--- src/rtl/cla_nibble_serial_adder_if.sv ---
// rtl/cla_nibble_serial_adder_if.sv - operand/result handshake bundle for the nibble-serial adder
interface cla_nibble_serial_adder_if #(
  parameter int WIDTH = 16
);
  logic             in_valid;
  logic             in_ready;
  logic [WIDTH-1:0] a;
  logic [WIDTH-1:0] b;
  logic             cin;
  logic             out_valid;
  logic             out_ready;
  logic [WIDTH-1:0] sum;
  logic             cout;
  logic             busy;

  modport master (
    output in_valid, a, b, cin, out_ready,
    input  in_ready, out_valid, sum, cout, busy
  );

  modport slave (
    input  in_valid, a, b, cin, out_ready,
    output in_ready, out_valid, sum, cout, busy
  );
endinterface

--- src/rtl/cla_nibble_serial_adder.sv ---
// rtl/cla_nibble_serial_adder.sv - digit-serial adder pushing one nibble per clock through a 4-bit CLA
module cla (
  input  logic [3:0] A,
  input  logic [3:0] B,
  input  logic       Cin,
  output logic [3:0] Sum,
  output logic       Cout
);
  logic [3:0] g;
  logic [3:0] p;
  logic [4:0] c;

  assign g = A & B;
  assign p = A ^ B;

  // Every carry is flattened to generate/propagate terms, so none waits on a lower carry.
  assign c[0] = Cin;
  assign c[1] = g[0] | (p[0] & Cin);
  assign c[2] = g[1] | (p[1] & g[0]) | (p[1] & p[0] & Cin);
  assign c[3] = g[2] | (p[2] & g[1]) | (p[2] & p[1] & g[0]) | (p[2] & p[1] & p[0] & Cin);
  assign c[4] = g[3] | (p[3] & g[2]) | (p[3] & p[2] & g[1]) | (p[3] & p[2] & p[1] & g[0])
              | (p[3] & p[2] & p[1] & p[0] & Cin);

  assign Sum  = p ^ c[3:0];
  assign Cout = c[4];
endmodule

module cla_nibble_serial_adder #(
  parameter int WIDTH = 16
) (
  input  logic                          clk,
  input  logic                          rst_n,
  cla_nibble_serial_adder_if.slave      bus
);
  localparam int NIBBLES = WIDTH / 4;
  localparam int IDX_W   = (NIBBLES > 1) ? $clog2(NIBBLES) : 1;
  localparam logic [IDX_W-1:0] LAST_IDX = IDX_W'(NIBBLES - 1);

  typedef enum logic [1:0] {
    IDLE = 2'd0,
    RUN  = 2'd1,
    DONE = 2'd2
  } state_t;

  state_t           state_q;
  state_t           state_d;
  logic [WIDTH-1:0] a_q;
  logic [WIDTH-1:0] b_q;
  logic [WIDTH-1:0] sum_q;
  logic             carry_q;
  logic             cout_q;
  logic [IDX_W-1:0] idx_q;

  logic [3:0] nib_a;
  logic [3:0] nib_b;
  logic [3:0] nib_sum;
  logic       nib_cout;

  assign nib_a = a_q[4*idx_q +: 4];
  assign nib_b = b_q[4*idx_q +: 4];

  cla u_cla (
    .A    (nib_a),
    .B    (nib_b),
    .Cin  (carry_q),
    .Sum  (nib_sum),
    .Cout (nib_cout)
  );

  always_ff @(posedge clk or negedge rst_n) begin
    if (!rst_n) begin
      state_q <= IDLE;
      a_q     <= '0;
      b_q     <= '0;
      sum_q   <= '0;
      carry_q <= 1'b0;
      cout_q  <= 1'b0;
      idx_q   <= '0;
    end else begin
      state_q <= state_d;
      case (state_q)
        IDLE: begin
          if (bus.in_valid) begin
            a_q     <= bus.a;
            b_q     <= bus.b;
            carry_q <= bus.cin;
            idx_q   <= '0;
          end
        end
        RUN: begin
          sum_q[4*idx_q +: 4] <= nib_sum;
          carry_q             <= nib_cout;
          idx_q               <= idx_q + 1'b1;
          if (idx_q == LAST_IDX) begin
            cout_q <= nib_cout;
          end
        end
        default: ;
      endcase
    end
  end

  always_comb begin
    state_d = state_q;
    case (state_q)
      IDLE:    if (bus.in_valid) state_d = RUN;
      RUN:     if (idx_q == LAST_IDX) state_d = DONE;
      DONE:    if (bus.out_ready) state_d = IDLE;
      default: state_d = IDLE;
    endcase
  end

  // Handshake outputs decode state only, so neither valid nor ready sees the other side combinationally.
  assign bus.in_ready  = (state_q == IDLE);
  assign bus.out_valid = (state_q == DONE);
  assign bus.busy      = (state_q == RUN) || (state_q == DONE);
  assign bus.sum       = sum_q;
  assign bus.cout      = cout_q;
endmodule

--- src/flat_wrapper.sv ---
// flat-port wrapper written by rule: the top's interface ports become plain ports
module cla_nibble_serial_adder_flat 
#(
  parameter int WIDTH = 16
)
  (clk, rst_n, bus_in_valid, bus_a, bus_b, bus_cin, bus_out_ready, bus_in_ready, bus_out_valid, bus_sum, bus_cout, bus_busy);
  cla_nibble_serial_adder_if #(.WIDTH(WIDTH)) bus_i ();
  input  logic clk;
  input  logic rst_n;
  input wire logic [$bits(bus_i.in_valid)-1:0] bus_in_valid;
  input wire logic [$bits(bus_i.a)-1:0] bus_a;
  input wire logic [$bits(bus_i.b)-1:0] bus_b;
  input wire logic [$bits(bus_i.cin)-1:0] bus_cin;
  input wire logic [$bits(bus_i.out_ready)-1:0] bus_out_ready;
  output wire logic [$bits(bus_i.in_ready)-1:0] bus_in_ready;
  output wire logic [$bits(bus_i.out_valid)-1:0] bus_out_valid;
  output wire logic [$bits(bus_i.sum)-1:0] bus_sum;
  output wire logic [$bits(bus_i.cout)-1:0] bus_cout;
  output wire logic [$bits(bus_i.busy)-1:0] bus_busy;
  assign bus_i.in_valid = bus_in_valid;
  assign bus_i.a = bus_a;
  assign bus_i.b = bus_b;
  assign bus_i.cin = bus_cin;
  assign bus_i.out_ready = bus_out_ready;
  assign bus_in_ready = bus_i.in_ready;
  assign bus_out_valid = bus_i.out_valid;
  assign bus_sum = bus_i.sum;
  assign bus_cout = bus_i.cout;
  assign bus_busy = bus_i.busy;
  cla_nibble_serial_adder #(.WIDTH(WIDTH)) u_core (.clk(clk), .rst_n(rst_n), .bus(bus_i));
endmodule
--- config.mk ---
export PLATFORM = sky130hd
export DESIGN_NAME = cla_nibble_serial_adder_flat
export DESIGN_NICKNAME = d
export VERILOG_FILES = /design/src/rtl/cla_nibble_serial_adder_if.sv /design/src/rtl/cla_nibble_serial_adder.sv /design/src/flat_wrapper.sv
export SDC_FILE = /design/constraint.sdc
export NUM_CORES = 1
export LEC_CHECK = 0
export CORE_ASPECT_RATIO = 1.75
export CORE_MARGIN = 2
export CORE_UTILIZATION = 28
export CTS_CLUSTER_SIZE = 8
export DETAILED_ROUTE_END_ITERATION = 12
export GPL_TIMING_DRIVEN = 0
export PLACE_DENSITY_LB_ADDON = 0.3
export SETUP_SLACK_MARGIN = 0.4
export SYNTH_ARGS = -nofsm -noshare
export SYNTH_HDL_FRONTEND = slang
export SYNTH_SLANG_ARGS = --single-unit
export TNS_END_PERCENT = 50
--- constraint.sdc ---
create_clock -name clk -period 2.35 [get_ports clk]
set_input_delay 0.47 -clock clk [delete_from_list [all_inputs] [get_ports clk]]
set_output_delay 0.47 -clock clk [all_outputs]
set_load 0.05 [all_outputs]
==> flow_summary.json, run 1 <==
{
  "grt_usage": 0.125,
  "cp_max_fo": 5,
  "p_sw_frac": 0.418,
  "rows": 46,
  "utilization": 0.404,
  "layout_min_cycle_time_ps": 2220,
  "async_flop_share": 1.00,
  "outcome": "complete, no violations",
  "synth_ff_type": "dfrtp_1",
  "power_density_nw_per_um2": 1690,
  "hold_viol": 0,
  "cp.arrival_ps": 2400,
  "pre_cts_slack_ps": -388,
  "worstSkewPairLatency_ps": 290,
  "drive_gt1_frac": 0.332,
  "setup_violations": 0,
  "detail_route.wl_per_cell_um": 15.9,
  "numCtsBuffers": 5,
  "setup_slack_ps": 126,
  "yosysTopAreaCell": "dfrtp_1",
  "htree_levels": 2,
  "clkPwrFrac": 0.133,
  "peakVddDrop_mv": 0.790,
  "dpl.cell_count": 362,
  "placed_area_sq_um": 3390,
  "layout_common_cells": "dfrtp_1 (53), clkdlybuf4s50_1 (52), mux2_2 (34)",
  "grt_overflow": 0,
  "p_seq_frac": 0.250,
  "grt_pass1_vias": 1919,
  "synth_seq_cells": 54,
  "vias_per_cell": 4.64,
  "design_area_sq_um": 3670,
  "cts_tree": "built",
  "drcViolationCount": 0,
  "ant_nets": 0,
  "num_vias": 1745,
  "die-area_sq_um": 10200,
  "yosysWarnings": 0,
  "syn_area_per_cell_sq_um": 14.2,
  "start_util": 0.289,
  "synth_top_area_share": 0.515,
  "pwr-share-comb": 0.617,
  "synth.distinct_cells": 34,
  "p_int_mw": 3.62,
  "slew_headroom": 0.550,
  "ctsHoldBuffers": 0,
  "cts_root_buf": "clkbuf_16",
  "syn_nets": 236,
  "port-buffer-count": 56,
  "io_pins": 57,
  "start_kind": "flip-flop",
  "clock_sinks": 54,
  "yosysSeqAreaShare": 0.515,
  "clockBufferDepth": 2,
  "drtIter0Drc": 83,
  "netlist_instances": 185,
  "diodes": 0,
  "final_common_cell": "dfrtp_1",
  "p_sw_mw": 2.60,
  "antenna_found_initial": 0,
  "finClkSkew_ps": 5.32,
  "min_path_type": "input pin to asynchronous set/reset pin",
  "tightestPinTransition_ps": 675,
  "synth_edf_count": 0,
  "drt_wl_total_um": 5990,
  "critPathCaptureType": "flip-flop",
  "area_delta_synth_final_pct": 39.9,
  "p_leak_nw": 1.53,
  "maxCapViolCount": 0,
  "rsz0062_at_grt": "true",
  "grt_pass1_wl_um": 9850,
  "syn-cell-area_sq_um": 2620,
  "worstSetupPathType": "flip-flop to flip-flop",
  "clkTransAtPathRegs_ps": 70,
  "die_w_um": 77.2,
  "worstPathRequired_ps": 2530,
  "gp_congestion": 0.771,
  "dr.pass1.iters": 4,
  "setup_tns_ps": 0,
  "max_freq_mhz": 450,
  "die_y_um": 132,
  "reg2reg_slack_ps": 130,
  "core_area_sq_um": 9090,
  "synth_area_leaders": "dfrtp_1 (52%), mux2_2 (15%), ha_1 (6.2%), mux4_1 (6.0%), a22o_1 (4.0%)",
  "post-route-period-util": 0.946,
  "final_nets": 307,
  "finalPower_mw": 6.22,
  "hold_ws_ps": 218,
  "layoutNonFillerInstCount": 376,
  "nFillCells": 929,
  "dp_hpwl_um": 4450,
  "grt_max_degree": 29,
  "maxSlewViolCount": 0
}
## worst max-delay path: stages, from the launching register on
cell and delay [ps]:
dfrtp_2 390, buf_12 130, mux4_2 550, ha_4 270, a21o_1 200, a211oi_4 260
nor2_4 90, a22o_1 220
## layer usage
| metal | share of wire | global-route usage |
|---|---|---|
| met3 | 0.025 | 0.0212 |
| met2 | 0.60 | 0.239 |
| met1 | 0.35 | 0.128 |
| met5 | 0 | 0 |
| met4 | 0.027 | 0.0575 |
## synthesized netlist by cell type (2+ instances only)
library cell,number
nand2_1,14
ha_1,13
buf_2,4
a21oi_1,3
a21o_1,2
o21ai_0,2
mux4_1,6
mux2_2,34
a211oi_1,2
inv_1,10
nor4b_4,2
o21ai_1,4
nor2_1,2
inv_2,2
a22o_1,12
mux4_2,2
dfrtp_1,54
## power groups by stage
stage / Sequential [mW] / Clock (mW) / Combinational [mW]
after floorplan: 1.80 / 0 / 2.17
after global placement: 1.58 / 0 / 3.24
after detailed placement: 1.59 / 0 / 3.30
after CTS: 1.56 / 0.846 / 3.70
after global routing: 1.61 / 0.886 / 4.09
final: 1.55 / 0.827 / 3.84
## cells by family (layout without fill, tap and decap cells)
logic type / count (synthesis) / in the layout / synth area share
AO/OA/AOI/OAI: 30 / 30 / 0.0892
XOR/XNOR: 1 / 1 / 0.00334
adder cells (fa/ha/maj): 14 / 14 / 0.0696
buffers and inverters: 18 / 89 / 0.0305
flip-flops: 54 / 54 / 0.515
multiplexers: 42 / 42 / 0.223
AND/OR/NAND/NOR: 26 / 26 / 0.0692
## flip-flops by register name, indices dropped and copies added, names as in the netlist
name,count
u_core.a_q,16
u_core.bus.sum,16
u_core.b_q,16
u_core.state_q,2
u_core.bus.cout,1
u_core.idx_q,2
u_core.carry_q,1
## final cells by class
| type | count | area [sq um] | share of cell area |
|---|---|---|---|
| flip-flops and latches | 54 | 1350 | 0.368 |
| inverters | 12 | 45.0 | 0.0123 |
| multi-input cells | 113 | 1270 | 0.346 |
| well taps | 120 | 150 | 0.0409 |
| plain buffers | 6 | 47.5 | 0.0130 |
| clock buffers | 5 | 125 | 0.0341 |
| repair buffers | 64 | 641 | 0.175 |
| clock inverters | 2 | 38.8 | 0.0106 |
## worst paths after layout
path / from / endpoint / cells past startpoint
worst max-delay path: u_core.idx_q[0]$_DFFE_PN0P_ / u_core.bus.sum[6]$_DFFE_PN0P_ / 7
worst min-delay path: rst_n / u_core.bus.sum[15]$_DFFE_PN0P_ / 1
worst max register to register: u_core.idx_q[0]$_DFFE_PN0P_ / u_core.bus.sum[6]$_DFFE_PN0P_ / 7
worst min register to register: u_core.bus.sum[15]$_DFFE_PN0P_ / u_core.bus.sum[15]$_DFFE_PN0P_ / 2
max in group asynchronous: rst_n / u_core.a_q[9]$_DFFE_PN0P_ / 2
min in group clk: u_core.bus.sum[15]$_DFFE_PN0P_ / u_core.bus.sum[15]$_DFFE_PN0P_ / 2
## timing repair
action	in CTS	in global routing
pin swaps	8	2
gates resized for setup	14	5
endpoints found under the setup margin	23	33
setup buffers	4	2
gates cloned	1	0
endpoints found under the hold margin	0	0
Note: power is estimated with default switching activity, not from simulation.
==> inputs of run 2 (changes only) <==
- CORE_MARGIN: 2 -> 10
- CTS_CLUSTER_DIAMETER: unset -> 120
- TNS_END_PERCENT: 50 -> unset
==> run 2 against run 1 <==
Net effect: global-route usage shrank 2.8 points; first-iteration DRC count shrank 37%; sequential share of layout area fell by 0.35 points; hold slack lost 24 ps; core utilization increased by 0.39 points; critical endpoint unchanged.
==> flow_summary.json, run 2 (same netlist as run 1, synthesis figures left out) <==
{
  "outcome": "complete, no violations",
  "power_density_nw_per_um2": 1660,
  "drive_gt1_frac": 0.339,
  "start_util": 0.289,
  "hold_ws_ps": 193,
  "detail_route.wl_per_cell_um": 16.9,
  "diodes": 0,
  "start_kind": "flip-flop",
  "path_cells": "buf_12 > mux4_2 > ha_4 > a21o_1 > a211oi_2 > nor2_1 > a22o_1",
  "drt_wl_total_um": 6380,
  "layout_common_cells": "dfrtp_1 (53), clkdlybuf4s50_1 (35), mux2_2 (33)",
  "die_w_um": 93.2,
  "grt_pass1_vias": 1940,
  "die_y_um": 148,
  "crit_path_max_incr_delay_ps": 550,
  "antenna_found_initial": 0,
  "area_delta_synth_final_pct": 41.2,
  "tightestPinTransition_ps": 637,
  "crit_family": "compound AO/OA/AOI/OAI gates",
  "layout_min_cycle_time_ps": 2240,
  "grt_overflow": 0,
  "clockBufferDepth": 2,
  "maxSlewViolCount": 0,
  "grt_max_degree": 30,
  "cts_root_buf": "clkbuf_16",
  "die-area_sq_um": 13800,
  "cts_tree": "built",
  "hold_viol": 0,
  "final_common_cell": "dfrtp_1",
  "cp_max_fo": 5,
  "grt_pass1_wl_um": 10200,
  "drcViolationCount": 0,
  "ctsHoldBuffers": 0,
  "crit_buf_inv": 1,
  "clock_sinks": 54,
  "critPathCaptureType": "flip-flop",
  "gp_congestion": 0.791,
  "maxCapViolCount": 0,
  "worstSkewPairLatency_ps": 290,
  "core_area_sq_um": 9090,
  "min_path_type": "input pin to asynchronous set/reset pin",
  "slew_headroom": 0.575,
  "max_freq_mhz": 447,
  "grt_usage": 0.0965,
  "numCtsBuffers": 5,
  "rows": 46,
  "htree_levels": 2,
  "vias_per_cell": 4.66,
  "p_leak_nw": 1.73,
  "drtIter0Drc": 52,
  "post-route-period-util": 0.951,
  "seqCellArea_sq_um": 1350,
  "setup_violations": 0,
  "worstSetupPathType": "flip-flop to flip-flop",
  "rsz0062_at_grt": "true",
  "dr.pass1.iters": 3,
  "dp_hpwl_um": 4940,
  "multi_input_area_sq_um": 1270,
  "utilization": 0.408,
  "finClkSkew_ps": 4.45,
  "peakVddDrop_mv": 0.689,
  "worstPathRequired_ps": 2540,
  "nFillCells": 935,
  "final_nets": 307,
  "clkTransAtPathRegs_ps": 70,
  "io_pins": 57,
  "slowest_stage": "mux4_2",
  "num_vias": 1755,
  "layoutNonFillerInstCount": 377,
  "port-buffer-count": 56,
  "cp.arrival_ps": 2420,
  "ant_nets": 0,
  "dpl.cell_count": 362
}
==> run 2: power by group <==
group,internal (mW),switching (mW),leakage [nW]
registers,1.34,0.222,0.672
clock network,0.503,0.324,0.0771
logic,1.79,1.98,0.977
total,3.63,2.53,1.73
==> run 2: timing repair <==
item / CTS / global route
gates cloned: 1 / 0
resized for setup: 29 / 12
setup buffers: 3 / 3
pin swaps: 4 / 8
endpoints found under the setup margin: 30 / 27
==> run 2: worst paths after layout <==
| check | cells past startpoint | startpoint | to | slack, ps |
|---|---|---|---|---|
| max in group asynchronous | 2 | rst_n | u_core.a_q[5]$_DFFE_PN0P_ | 1580 |
| max reg2reg | 7 | u_core.idx_q[0]$_DFFE_PN0P_ | u_core.bus.sum[6]$_DFFE_PN0P_ | 110 |
| min in group clk | 2 | u_core.bus.sum[3]$_DFFE_PN0P_ | u_core.bus.sum[3]$_DFFE_PN0P_ | 480 |
| max | 7 | u_core.idx_q[0]$_DFFE_PN0P_ | u_core.bus.sum[6]$_DFFE_PN0P_ | 110 |
| min | 1 | rst_n | u_core.a_q[0]$_DFFE_PN0P_ | 190 |
| min reg2reg | 2 | u_core.bus.sum[3]$_DFFE_PN0P_ | u_core.bus.sum[3]$_DFFE_PN0P_ | 480 |
==> run 2: area by class of cell <==
type | instances | share of cell area
Tap cell | 120 | 0.0405
Buffer | 6 | 0.0128
Multi-Input combinational cell | 113 | 0.344
Clock buffer | 6 | 0.0348
Sequential cell | 54 | 0.365
Timing Repair Buffer | 64 | 0.181
Inverter | 12 | 0.0122
Clock inverter | 2 | 0.0101
==> run 2: through the flow <==
stage | power, mW | cell area, sq um | setup WS, ps | setup TNS, ps
3_5_place_dp | 4.89 | 3390 | -405 | -3450
5_1_grt | 6.57 | 3710 | 27.4 | 0
6_report | 6.16 | 3710 | 114 | 0
2_1_floorplan | 3.97 | 2660 | 139 | 0
3_3_place_gp | 4.83 | 3370 | -1070 | -49800
4_1_cts | 6.05 | 3640 | 104 | 0
==> run 2: layer usage <==
layer,GRT usage,share of wire
met1,0.0899,0.34
met2,0.183,0.59
met3,0.0292,0.044
met4,0.0442,0.020
met5,0,0
==> inputs of run 3 (changes only) <==
- TNS_END_PERCENT: unset -> 1
==> run 3 against run 2 <==
Net effect: worst setup slack better by 23 ps; sequential power hardly changed; highest routed layer unchanged; largest cell class unchanged; maximum frequency is 1.0% higher; critical path depth stayed put.
==> flow_summary.json, run 3 (same netlist as run 1, synthesis figures left out) <==
{
  "slew_headroom": 0.582,
  "drcViolationCount": 0,
  "die-area_sq_um": 13800,
  "ant_nets": 0,
  "final_nets": 304,
  "detail_route.wl_per_cell_um": 17.2,
  "cp.arrival_ps": 2380,
  "critPathCaptureType": "flip-flop",
  "drt_wl_total_um": 6430,
  "maxSlewViolCount": 0,
  "cts_root_buf": "clkbuf_16",
  "worstSkewPairLatency_ps": 290,
  "die_w_um": 93.2,
  "layout_min_cycle_time_ps": 2210,
  "final_common_cell": "dfrtp_1",
  "dr.pass1.iters": 4,
  "io_pins": 57,
  "nFillCells": 934,
  "ctsHoldBuffers": 0,
  "rsz0062_at_grt": "true",
  "min_path_type": "input pin to asynchronous set/reset pin",
  "maxCapViolCount": 0,
  "area_delta_synth_final_pct": 37.1,
  "layout_common_cells": "dfrtp_1 (53), clkdlybuf4s50_1 (52), mux2_2 (34)",
  "numCtsBuffers": 5,
  "tightestPinTransition_ps": 627,
  "max_freq_mhz": 452,
  "setup_slack_ps": 137,
  "start_kind": "flip-flop",
  "diodes": 0,
  "gp_congestion": 0.770,
  "pre_cts_slack_ps": -371,
  "port-buffer-count": 56,
  "clock_sinks": 54,
  "setup_violations": 0,
  "finalPower_mw": 5.82,
  "hold_viol": 0,
  "core_area_sq_um": 9090,
  "num_vias": 1736,
  "outcome": "complete, no violations",
  "grt_max_degree": 30,
  "power_density_nw_per_um2": 1620,
  "drtIter0Drc": 74,
  "cp_max_fo": 5,
  "peakVddDrop_mv": 0.753,
  "post-route-period-util": 0.942,
  "finClkSkew_ps": 5.75,
  "utilization": 0.396,
  "htree_levels": 2,
  "grt_pass1_wl_um": 10500,
  "antenna_found_initial": 0,
  "p_leak_nw": 1.50,
  "grt_pass1_vias": 2011,
  "dp_hpwl_um": 4960,
  "drive_gt1_frac": 0.316,
  "clkTransAtPathRegs_ps": 70,
  "grt_overflow": 0,
  "worstPathRequired_ps": 2520,
  "die_y_um": 148,
  "reg2reg_slack_ps": 140,
  "rows": 46,
  "cts_tree": "built",
  "grt_usage": 0.0983,
  "clockBufferDepth": 2,
  "vias_per_cell": 4.65,
  "start_util": 0.289,
  "worstSetupPathType": "flip-flop to flip-flop"
}
## run 3: cell types whose count changed in the layout (fill, tap and decap cells not counted), moves of 2 or more
cell,before,now
clkdlybuf4s15_2,2,0
buf_4,5,2
dlymetal6s2s_1,9,0
dlygate4sd2_1,8,3
clkdlybuf4s50_1,35,52
## run 3: final timing paths
| kind | from | to | depth (start not counted) |
|---|---|---|---|
| max in group asynchronous | rst_n | u_core.a_q[5]$_DFFE_PN0P_ | 2 |
| max | u_core.idx_q[0]$_DFFE_PN0P_ | u_core.bus.sum[3]$_DFFE_PN0P_ | 7 |
| min | rst_n | u_core.state_q[1]$_DFFE_PN0P_ | 1 |
| max reg2reg | u_core.idx_q[0]$_DFFE_PN0P_ | u_core.bus.sum[3]$_DFFE_PN0P_ | 7 |
| min in group clk | u_core.bus.sum[15]$_DFFE_PN0P_ | u_core.bus.sum[15]$_DFFE_PN0P_ | 2 |
| min reg2reg | u_core.bus.sum[15]$_DFFE_PN0P_ | u_core.bus.sum[15]$_DFFE_PN0P_ | 2 |
## run 3: critical path: stages, from the launching register on
cell and delay (ps):
dfrtp_2 390, buf_12 140, mux4_2 560, ha_4 270, a211oi_2 190, nor2_2 90
o311ai_4 350, o21ai_1 100
## run 3: cell type report
type,count,area [sq um],share of cell area
Clock inverter,2,15.0,0.00417
Clock buffer,5,125,0.0348
Timing Repair Buffer,61,626,0.174
Buffer,6,47.5,0.0132
Tap cell,120,150,0.0417
Multi-Input combinational cell,113,1240,0.344
Sequential cell,54,1350,0.376
Inverter,12,45.0,0.0125
## run 3: repair_timing
item | CTS | global route
setup endpoints to repair | 29 | 38
cloned | 1 | 0
pin swaps | 7 | 0
resized for setup | 17 | 0
buffers inserted | 3 | 0
## run 3: through the flow
| stage | hold WS (ps) | setup TNS (ps) | std cells | cell area (sq um) |
|---|---|---|---|---|
| floorplan | 174 | 0 | 185 | 2650 |
| global placement | 473 | -49020 | 361 | 3360 |
| detailed placement | 478 | -3060 | 362 | 3370 |
| CTS | 219 | 0 | 373 | 3600 |
| global route | 239 | 0 | 373 | 3600 |
| finish | 191 | 0 | 373 | 3600 |
## run 3: where the power goes
group	internal [mW]	leakage [nW]	switching, mW
Sequential	1.34	0.672	0.223
Clock	0.389	0.0619	0.326
Combinational	1.62	0.763	1.93
Total	3.35	1.50	2.48
## run 3: routing by layer
metal  global-route usage  vias to the layer above  wire (um)  part of all wire
met5                    0                        -          0                 0
met4               0.0372                        0        123             0.019
met3               0.0267                        6        252             0.039
met2                0.193                       36       3880              0.60
met1               0.0912                      879       2170              0.34
li1                     -                      815          -                 -
